==> src/rtl/pim_mult_pkg.sv <==
//==============================================================================
// pim_mult_pkg : shared FSM encoding and operand-width legality check
// Revision     : 1.0
//==============================================================================
`default_nettype none

package pim_mult_pkg;

    localparam int MIN_WIDTH = 2;
    localparam int MAX_WIDTH = 64;

    typedef enum logic [1:0] {
        IDLE = 2'd0,
        BUSY = 2'd1,
        DONE = 2'd2
    } state_t;

    function automatic bit width_ok(input int w);
        return (w >= MIN_WIDTH) && (w <= MAX_WIDTH);
    endfunction

endpackage

`default_nettype wire

==> src/rtl/adder_nbit.sv <==
//==============================================================================
// adder_nbit : N-bit adder, behavioural (IMPL_TYPE=0) or explicit ripple carry
// Revision   : 1.0
//==============================================================================
`default_nettype none

module adder_nbit #(
    parameter int WIDTH     = 8,
    parameter int IMPL_TYPE = 0
) (
    input  logic [WIDTH-1:0] a_i,
    input  logic [WIDTH-1:0] b_i,
    output logic [WIDTH-1:0] sum_o
);

    if (IMPL_TYPE == 0) begin : g_behav
        assign sum_o = a_i + b_i;
    end else begin : g_ripple
        logic [WIDTH-1:0] w_carry;
        assign w_carry[0] = 1'b0;
        for (genvar i = 0; i < WIDTH; i++) begin : g_bit
            assign sum_o[i] = a_i[i] ^ b_i[i] ^ w_carry[i];
            // The final carry-out is dropped: callers size the adder to hold it.
            if (i < WIDTH - 1) begin : g_carry
                assign w_carry[i+1] = (a_i[i] & b_i[i]) | (w_carry[i] & (a_i[i] ^ b_i[i]));
            end
        end
    end

endmodule

`default_nettype wire

==> src/rtl/multiplier_seq_nbit.sv <==
//==============================================================================
// multiplier_seq_nbit : radix-2 shift-add multiplier, signed/unsigned operands
// Revision            : 1.0
//==============================================================================
`default_nettype none

module multiplier_seq_nbit
    import pim_mult_pkg::*;
#(
    parameter int WIDTH     = 32,
    parameter int IMPL_TYPE = 0
) (
    input  logic                 clk,
    input  logic                 rst_n,
    input  logic                 in_valid,
    output logic                 in_ready,
    input  logic [WIDTH-1:0]     A,
    input  logic [WIDTH-1:0]     B,
    input  logic                 signed_mode,
    output logic                 out_valid,
    input  logic                 out_ready,
    output logic [2*WIDTH-1:0]   P
);

    if (!width_ok(WIDTH)) begin : g_width_check
        $error("multiplier_seq_nbit: WIDTH out of legal range");
    end

    localparam int                 CW       = $clog2(WIDTH);
    localparam logic [CW-1:0]      CNT_LAST = CW'(WIDTH - 1);
    localparam logic [CW-1:0]      CNT_ONE  = CW'(1);
    localparam logic [WIDTH-1:0]   ONE_W    = WIDTH'(1);
    localparam logic [2*WIDTH-1:0] ONE_2W   = (2*WIDTH)'(1);

    state_t               state_q;
    logic [WIDTH-1:0]     mcand_q;
    logic [WIDTH-1:0]     mplier_q;
    logic [2*WIDTH-1:0]   acc_q;
    logic [CW-1:0]        cnt_q;
    logic                 sign_q;
    logic [2*WIDTH-1:0]   p_q;

    logic [WIDTH-1:0]     a_mag_d;
    logic [WIDTH-1:0]     b_mag_d;
    logic [WIDTH:0]       add_a_d;
    logic [WIDTH:0]       add_b_d;
    logic [WIDTH:0]       add_sum_d;
    logic [2*WIDTH:0]     shift_d;
    logic [2*WIDTH-1:0]   acc_d;
    logic [2*WIDTH-1:0]   prod_d;

    // Magnitude of the most negative value wraps to itself, which read unsigned is exact.
    assign a_mag_d = (signed_mode && A[WIDTH-1]) ? (~A + ONE_W) : A;
    assign b_mag_d = (signed_mode && B[WIDTH-1]) ? (~B + ONE_W) : B;

    assign add_a_d = {1'b0, acc_q[2*WIDTH-1:WIDTH]};
    assign add_b_d = mplier_q[0] ? {1'b0, mcand_q} : '0;

    adder_nbit #(
        .WIDTH     (WIDTH + 1),
        .IMPL_TYPE (IMPL_TYPE)
    ) u_adder (
        .a_i   (add_a_d),
        .b_i   (add_b_d),
        .sum_o (add_sum_d)
    );

    assign shift_d = {add_sum_d, acc_q[WIDTH-1:0]};
    assign acc_d   = shift_d[2*WIDTH:1];
    assign prod_d  = sign_q ? (~acc_d + ONE_2W) : acc_d;

    always_ff @(posedge clk or negedge rst_n) begin
        if (!rst_n) begin
            state_q  <= IDLE;
            mcand_q  <= '0;
            mplier_q <= '0;
            acc_q    <= '0;
            cnt_q    <= '0;
            sign_q   <= 1'b0;
            p_q      <= '0;
        end else begin
            case (state_q)
                IDLE: begin
                    if (in_valid) begin
                        mcand_q  <= a_mag_d;
                        mplier_q <= b_mag_d;
                        sign_q   <= signed_mode & (A[WIDTH-1] ^ B[WIDTH-1]);
                        acc_q    <= '0;
                        cnt_q    <= '0;
                        state_q  <= BUSY;
                    end
                end
                BUSY: begin
                    acc_q    <= acc_d;
                    mplier_q <= mplier_q >> 1;
                    cnt_q    <= cnt_q + CNT_ONE;
                    // Last step: P takes the post-step value so no extra cycle is spent.
                    if (cnt_q == CNT_LAST) begin
                        p_q     <= prod_d;
                        state_q <= DONE;
                    end
                end
                DONE: begin
                    if (out_ready) begin
                        state_q <= IDLE;
                    end
                end
                default: state_q <= IDLE;
            endcase
        end
    end

    assign in_ready  = (state_q == IDLE);
    assign out_valid = (state_q == DONE);
    assign P         = p_q;

endmodule

`default_nettype wire
==> config.mk <==
export PLATFORM = sky130hd
export DESIGN_NAME = multiplier_seq_nbit
export DESIGN_NICKNAME = d
export VERILOG_FILES = /design/src/rtl/pim_mult_pkg.sv /design/src/rtl/adder_nbit.sv /design/src/rtl/multiplier_seq_nbit.sv
export SDC_FILE = /design/constraint.sdc
export NUM_CORES = 1
export LEC_CHECK = 0
export CORE_ASPECT_RATIO = 0.9
export CORE_MARGIN = 3
export CORE_UTILIZATION = 60
export CTS_CLUSTER_DIAMETER = 200
export DETAILED_ROUTE_END_ITERATION = 8
export GPL_TIMING_DRIVEN = 0
export PLACE_DENSITY = 0.81
export SLEW_MARGIN = 20
export SYNTH_ARGS = -nofsm -noshare
export SYNTH_HDL_FRONTEND = slang
export SYNTH_SLANG_ARGS = --single-unit
==> constraint.sdc <==
create_clock -name clk -period 7.7 [get_ports clk]
set_input_delay 0.77 -clock clk [delete_from_list [all_inputs] [get_ports clk]]
set_output_delay 0.77 -clock clk [all_outputs]
set_load 0.05 [all_outputs]
==> run_results.csv <==
group,metric,value,unit
final_layout,layout.nets,1746,
sta,tightest_slew,0.895,ns
final_layout,final_cell_mix,"nand2_1, o21ai_0, dfrtp_1, clkdlybuf4s50_1, xor2_1",
logic_synthesis,synth_edf_count,0,
clock_tree,clock-sinks,199,
sta,setup-tns-final,0,ns
floorplanning,start_util,62.2,%
detailed_routing,firstDrtPassIters,5,
run_status,status,"completed",
logic_synthesis,synth_top_family_by_area,"compound AO/OA/AOI/OAI gates",
detailed_routing,final_antenna_net_count,0,
logic_synthesis,yosysTopAreaCell,"dfrtp_1",
final_layout,n_antenna_cell,0,
critical_path,critical_path_class,"reg2reg",
clock_tree,clk_latency,0.45,ns
placement,dpl.hpwl,27500,µm
critical_path,path_buf_inv,1,
critical_path,reg2reg_slack,3.02,ns
power,total_power,0.00619,W
critical_path,start_kind,"flop",
critical_path,crit_arrival,5.00,ns
floorplanning,placementRows,49,
detailed_routing,wl,36000,µm
critical_path,timing.rr.end,"P[57]$_DFFE_PN0P_",
floorplanning,fp.dieW,159,µm
logic_synthesis,yosys-top-cells-area,"dfrtp_1, o21ai_0, nand2_1",
logic_synthesis,synth_fp_nets,1591,
logic_synthesis,yosys.area.top_type_share,39.5,%
logic_synthesis,synth_compound_gate_area_share,23.5,%
global_routing,grt_start_max_net_pins,85,
clock_tree,cts_hold_buffers,0,
global_routing,grt_overflow,0,
global_routing,grt_use_met1,45.8,%
clock_tree,cts_resized,0,
critical_path,crit_chain,"clkbuf_1 > and2_1 > ha_1 > fa_1 > a211oi_1 > o21ai_0 > a211oi_1 > a21oi_1 > xnor2_1 > nand3_1 > o41ai_1 > xor2_1 > o21ai_0",
detailed_routing,drc,0,
detailed_routing,drt_iter0_drc,1075,
run,drv_cap,0,
logic_synthesis,ys_types,79,
global_routing,track_usage,31.7,%
global_routing,grt.busiest_layer,"met2",
logic_synthesis,synth_area,0.0126,mm²
sta,max_slew_margin,39.5,%
global_routing,gr-usage-met3,5.65,%
placement,gp_congestion,0.947,
logic_synthesis,synth_cells,1484,
logic_synthesis,synth_top_flop_cell,"dfrtp_1",
floorplanning,pin_count,135,
detailed_routing,vias,12000,
clock_tree,cts.clk_slew.worst_paths,0.09,ns
final_layout,num-fill-cells,1567,
logic_synthesis,synth_simple_gate_area_share,19.8,%
critical_path,reg2reg_from,"mplier_q[0]$_DFFE_PN0P_",
placement,io_buffers,134,
floorplanning,die_h,144,µm
critical_path,crit_family,"compound AO/OA/AOI/OAI gates",
final_layout,drive_gt1_share,4.60,%
critical_path,cp_slowest_cell,"xnor2_1",
clock_tree,cts_buffer_depth,2,
clock_tree,h-tree-depth,4,
logic_synthesis,ys_ff_latch,199,
logic_synthesis,synth_fa_ha_area_share,3.83,%
logic_synthesis,yosysWarnings,0,
sta,period_share,60.8,%
power,power.density_cell_area,414,mW/mm²
critical_path,path_max_fanout,10,
sta,slew_viol_final,0,
sta,setup_slack,3.02,ns
critical_path,critPathCaptureType,"flop",
detailed_routing,routedWlPerCell,18.6,µm
global_routing,use_met2,49.8,%
floorplanning,dieArea,0.0228,mm²
critical_path,ff2ff_path_depth,13,
critical_path,worstSetupStartpoint,"mplier_q[0]$_DFFE_PN0P_",
critical_path,max_stage_delay,0.55,ns
worst_hold_path,hp-class,"in2async",
logic_synthesis,yosysSeqAreaShare,39.5,%
clock_tree,cts-buffers-inserted,17,
sta,setup_viol,0,
final_layout,seq_area,0.00498,mm²
power,peakVddDrop,191,µV
logic_synthesis,synthArstFlopShare,100,%
logic_synthesis,synth.mux.area_fraction,0.426,%
sta,max_freq,0.214,GHz
global_routing,grt_pass1_vias,11300,
global_routing,grt_pass1_wl,58500,µm
logic_synthesis,synth_xor_area_share,9.65,%
final_layout,area_growth,18.5,%
power,p_leak,6.29,nW
sta,min_period,4.68,ns
logic_synthesis,syn-mean-instance-area,8.50,µm²
sta,skew,0.0141,ns
final_layout,multiInputGateArea,0.00723,mm²
sta,timing.hold.ws,0.234,ns
placement,pre_cts_slack,3.14,ns
sta,hold_viol,0,
final_layout,final_common_cell,"nand2_1",
clock_tree,cts_tree,"done",
clock_tree,clock-root-buffer,"clkbuf_16",
critical_path,critical_path_required,8.02,ns
clock_tree,cts_setup_buffers,0,
sta,rsz0062_at_grt,"false",
floorplanning,core_area,0.0203,mm²
global_routing,antenna_found_initial,0,
detailed_routing,routed_via_density,6.20,
-- per-layer routing --
layer | share of wire [%] | wire length (µm) | vias to the layer above
met2 | 45 | 16000 | 510
met5 | 0.15 | 55 | -
met3 | 8.6 | 3090 | 53
met1 | 45 | 16200 | 5786
met4 | 1.8 | 652 | 2
li1 | - | - | 5623
-- stage by stage --
step                      instance area, µm²  utilization, %  std cells
after floorplan                        12600               -       1484
after global placement                 14300            70.5       1898
after detailed placement               14400            70.8       1900
after CTS                              15000            73.7       1932
after global routing                   15000            73.7       1932
final                                  15000            73.7       1932
-- logic make-up (layout without fill, tap and decap cells) --
group	count (synthesis)	after routing
DFF	199	199
adders and majority gates	38	38
and+or+nand+nor	528	528
xor gates and xnor gates	139	139
muxes	5	5
buffers and inverters	103	271
AOI/OAI and AO/OA	472	472
-- registers in the layout, indices dropped and copies added (netlist names) --
signal,cells
P,64
acc_q,63
cnt_q,5
mcand_q,32
mplier_q,32
sign_q,1
state_q,2
-- worst max path at each step --
stage | to | slack (ns) | cells after the start
2_1_floorplan | P[54]$_DFFE_PN0P_ | 3.81 | 14
3_3_place_gp | mcand_q[20]$_DFFE_PN0P_ | -2.33 | 1
3_5_place_dp | P[57]$_DFFE_PN0P_ | 3.14 | 13
4_1_cts | P[57]$_DFFE_PN0P_ | 3.12 | 13
5_1_grt | P[59]$_DFFE_PN0P_ | 2.73 | 13
6_report | P[57]$_DFFE_PN0P_ | 3.02 | 13
-- power by group --
| part | internal [W] | leakage, nW | switching [W] |
|---|---|---|---|
| registers | 0.00147 | 2.60 | 0.000312 |
| clock network | 0.000434 | 0.280 | 0.000459 |
| logic | 0.00124 | 3.41 | 0.00228 |
-- cells in the mapped netlist (5+ instances only) --
master,instances
ha_1,37
dfrtp_1,199
or4_1,13
a22o_1,11
and3_1,9
nand2_1,256
or2_2,6
a211oi_1,7
o21ai_1,9
o31ai_1,22
buf_2,9
and4_1,5
o41ai_1,15
nor2b_1,8
nand3_1,39
and2_1,45
a21o_1,12
nand4_1,11
or3_1,11
a22oi_1,32
a31oi_1,9
xnor2_1,65
o211a_1,5
nor4_1,11
inv_1,18
nor3_1,21
nor2_1,64
xor2_1,74
a21oi_1,63
o21a_1,8
o21ai_0,227
nand2b_1,12
clkbuf_1,70
-- area by class of cell --
type                            count  share of cell area [%]
Clock inverter                     15                    1.05
Tap cell                          280                    2.34
Multi-Input combinational cell   1182                    48.4
Inverter                           18                   0.452
Timing Repair Buffer              136                    9.37
Buffer                             85                    2.31
Clock buffer                       17                    2.84
Sequential cell                   199                    33.3
No activity file was read; power rests on OpenSTA's default activity.
==> edit (same settings) <==
Re-encode `state_t` (3 states) as one-hot, 3 bits wide.
--- a/src/rtl/pim_mult_pkg.sv
+++ b/src/rtl/pim_mult_pkg.sv
@@ -10,8 +10,8 @@
     localparam int MAX_WIDTH = 64;
 
-    typedef enum logic [1:0] {
-        IDLE = 2'd0,
-        BUSY = 2'd1,
-        DONE = 2'd2
+    typedef enum logic [2:0] {
+        IDLE = 3'b001,
+        BUSY = 3'b010,
+        DONE = 3'b100
     } state_t;
 
Function: same outputs for any inputs over 10 cycles, from zero or initial values and one cycle with rst_n low; not proved beyond that.
==> edit against the unedited design <==
- clock power up 3.6%
- non-clock buffer count down 3
- power down 24%
- final area down 3.2%
- area after synthesis down 3.6%
- die area down 3.4%
- setup slack worse by 450 ps
- routed wire length down 5.9%
- sequential cell count up 1
==> edit: results (changes against the unedited design) <==
Global routing
  • Antenna violations before repair: 0 (unchanged)
  • All-Layer GR Usage: 30.85% (-0.87 points)
  • Number of global-route vias before repair: 10.70k (-5.1%)
  • First-pass GRT wire length: 54.76 mm (-6.5%)
  • Largest net degree at the start of global routing: 72 (-15%)

Drt
  • Via/cell ratio: 6.089 (-1.8%)
  • Post-Route WL: 33.87 mm (-5.9%)
  • DR iter-0 viols: 866 (-19%)

Placement
  • Routability cong.: 0.9304 (-1.8%)
  • Detailed Place HPWL: 25.43 mm (-7.4%)
  • IO Port Bufs: 133 (-0.75%)

Logic synthesis
  • Distinct cells, synth: 69 (-13%)
  • Post-synth top cells: nand2_1, o21ai_0, dfrtp_1
  • Largest cells by area after synthesis: dfrtp_1, o21ai_0, nand2_1
  • Register area share after synthesis: 41.14% (+1.7 points)
  • Post-Syn Nets: 1532 (-3.7%)

Clocking
  • Root Driver: clkbuf_16
  • Clk pin slew, worst setup/hold paths: 80 ps
  • Clock H-tree levels: 4 (unchanged)
  • Worst skew pair latency: 450 ps (about the same)

Cells and area
  • Fillers: 1476 (-5.8%)
  • Final Net Count: 1686 (-3.4%)
  • Layout cells sized above 1: 3.580% (-1.0 points)
  • Max reg flops: 64 (unchanged)

Setup path
  • Largest stage delay on the critical path: 600 ps (+50 ps)
  • Arrival @ worst endpoint: 5440 ps (+440 ps)
  • Worst path slowest cell: a2111oi_0

STA
  • Worst Skew: 16.76 ps (+2.646 ps)
  • Worst Tran Pin Value: 912.1 ps (+17.56 ps)

Run status
  • Status: complete, no violations

Power
  • P_leak: 0.006114 µW (-2.8%)
  • Maximum vdd drop: 0.1706 mV (-11%)
[edit: cells by family after synthesis]
group	synth area share, %
AND/OR/NAND/NOR	19.48
buffers and inverters	3.177
AO/OA/AOI/OAI	21.65
flip-flops	41.14
multiplexers	0.08227
adder cells (fa/ha/maj)	3.969
XOR/XNOR	10.51
[edit: area by class of cell]
class	instances	area (µm²)	share of cell area [%]
Clock inverter	14	183.9	1.270
Inverter	20	75.07	0.5183
Buffer	83	311.5	2.151
Timing Repair Buffer	135	1391	9.605
Sequential cell	200	5006	34.56
Clock buffer	18	429.2	2.963
Multi-Input combinational cell	1122	6775	46.77
Tap cell	250	312.8	2.159
[edit: worst max-delay path, delay by kind of cell (launching register included)]
| family | cells | cell delay, ps |
|---|---|---|
| buffers and inverters | 1 | 240 |
| and+or+nand+nor | 4 | 1000 |
| adders and majority gates | 2 | 650 |
| AOI/OAI and AO/OA | 6 | 2240 |
| DFF | 1 | 490 |
| xor gates and xnor gates | 2 | 360 |
[edit: report_power, final]
group          switching (µW)  total (µW)  internal, µW  leakage (µW)
clock network             458         926           469      0.000296
logic                    1500        2310           811       0.00314
registers                 158        1460          1300       0.00268
total                    2110        4690          2580       0.00611
[edit: final timing paths]
path                            cells after the start  slack [ps]                    start                       to
worst max-delay path                               15        2570  mplier_q[0]$_DFFE_PN0P_        P[61]$_DFFE_PN0P_
worst min-delay path                                1         230                    rst_n        P[34]$_DFFE_PN0P_
worst max register to register                     15        2570  mplier_q[0]$_DFFE_PN0P_        P[61]$_DFFE_PN0P_
worst min register to register                      2         480  mcand_q[13]$_DFFE_PN0P_  mcand_q[13]$_DFFE_PN0P_
max in group asynchronous                           3        6370                    rst_n   state_q[0]$_DFFE_PN1P_
min in group clk                                    2         480  mcand_q[13]$_DFFE_PN0P_  mcand_q[13]$_DFFE_PN0P_
[edit: per-stage QoR]
| stage | setup TNS (ps) | cell area, µm² | setup slack, ps | std cells | util (%) |
|---|---|---|---|---|---|
| 6_report | 0 | 14490 | 2567 | 1842 | 74.21 |
| 2_1_floorplan | 0 | 12170 | 3793 | 1425 | - |
| 3_5_place_dp | 0 | 13870 | 2722 | 1810 | 71.07 |
| 3_3_place_gp | -452060 | 13810 | -2290 | 1808 | 70.76 |
| 5_1_grt | 0 | 14490 | 2196 | 1842 | 74.21 |
| 4_1_cts | 0 | 14490 | 2626 | 1842 | 74.21 |
[edit: routing by layer]
layer / up-vias / global-route usage (%) / part of all wire (%)
met5: - / 0 / 0
met4: 0 / 7.600 / 1.5
met3: 31 / 4.727 / 6.6
met2: 400 / 49.66 / 46
met1: 5404 / 44.18 / 46
li1: 5381 / - / -
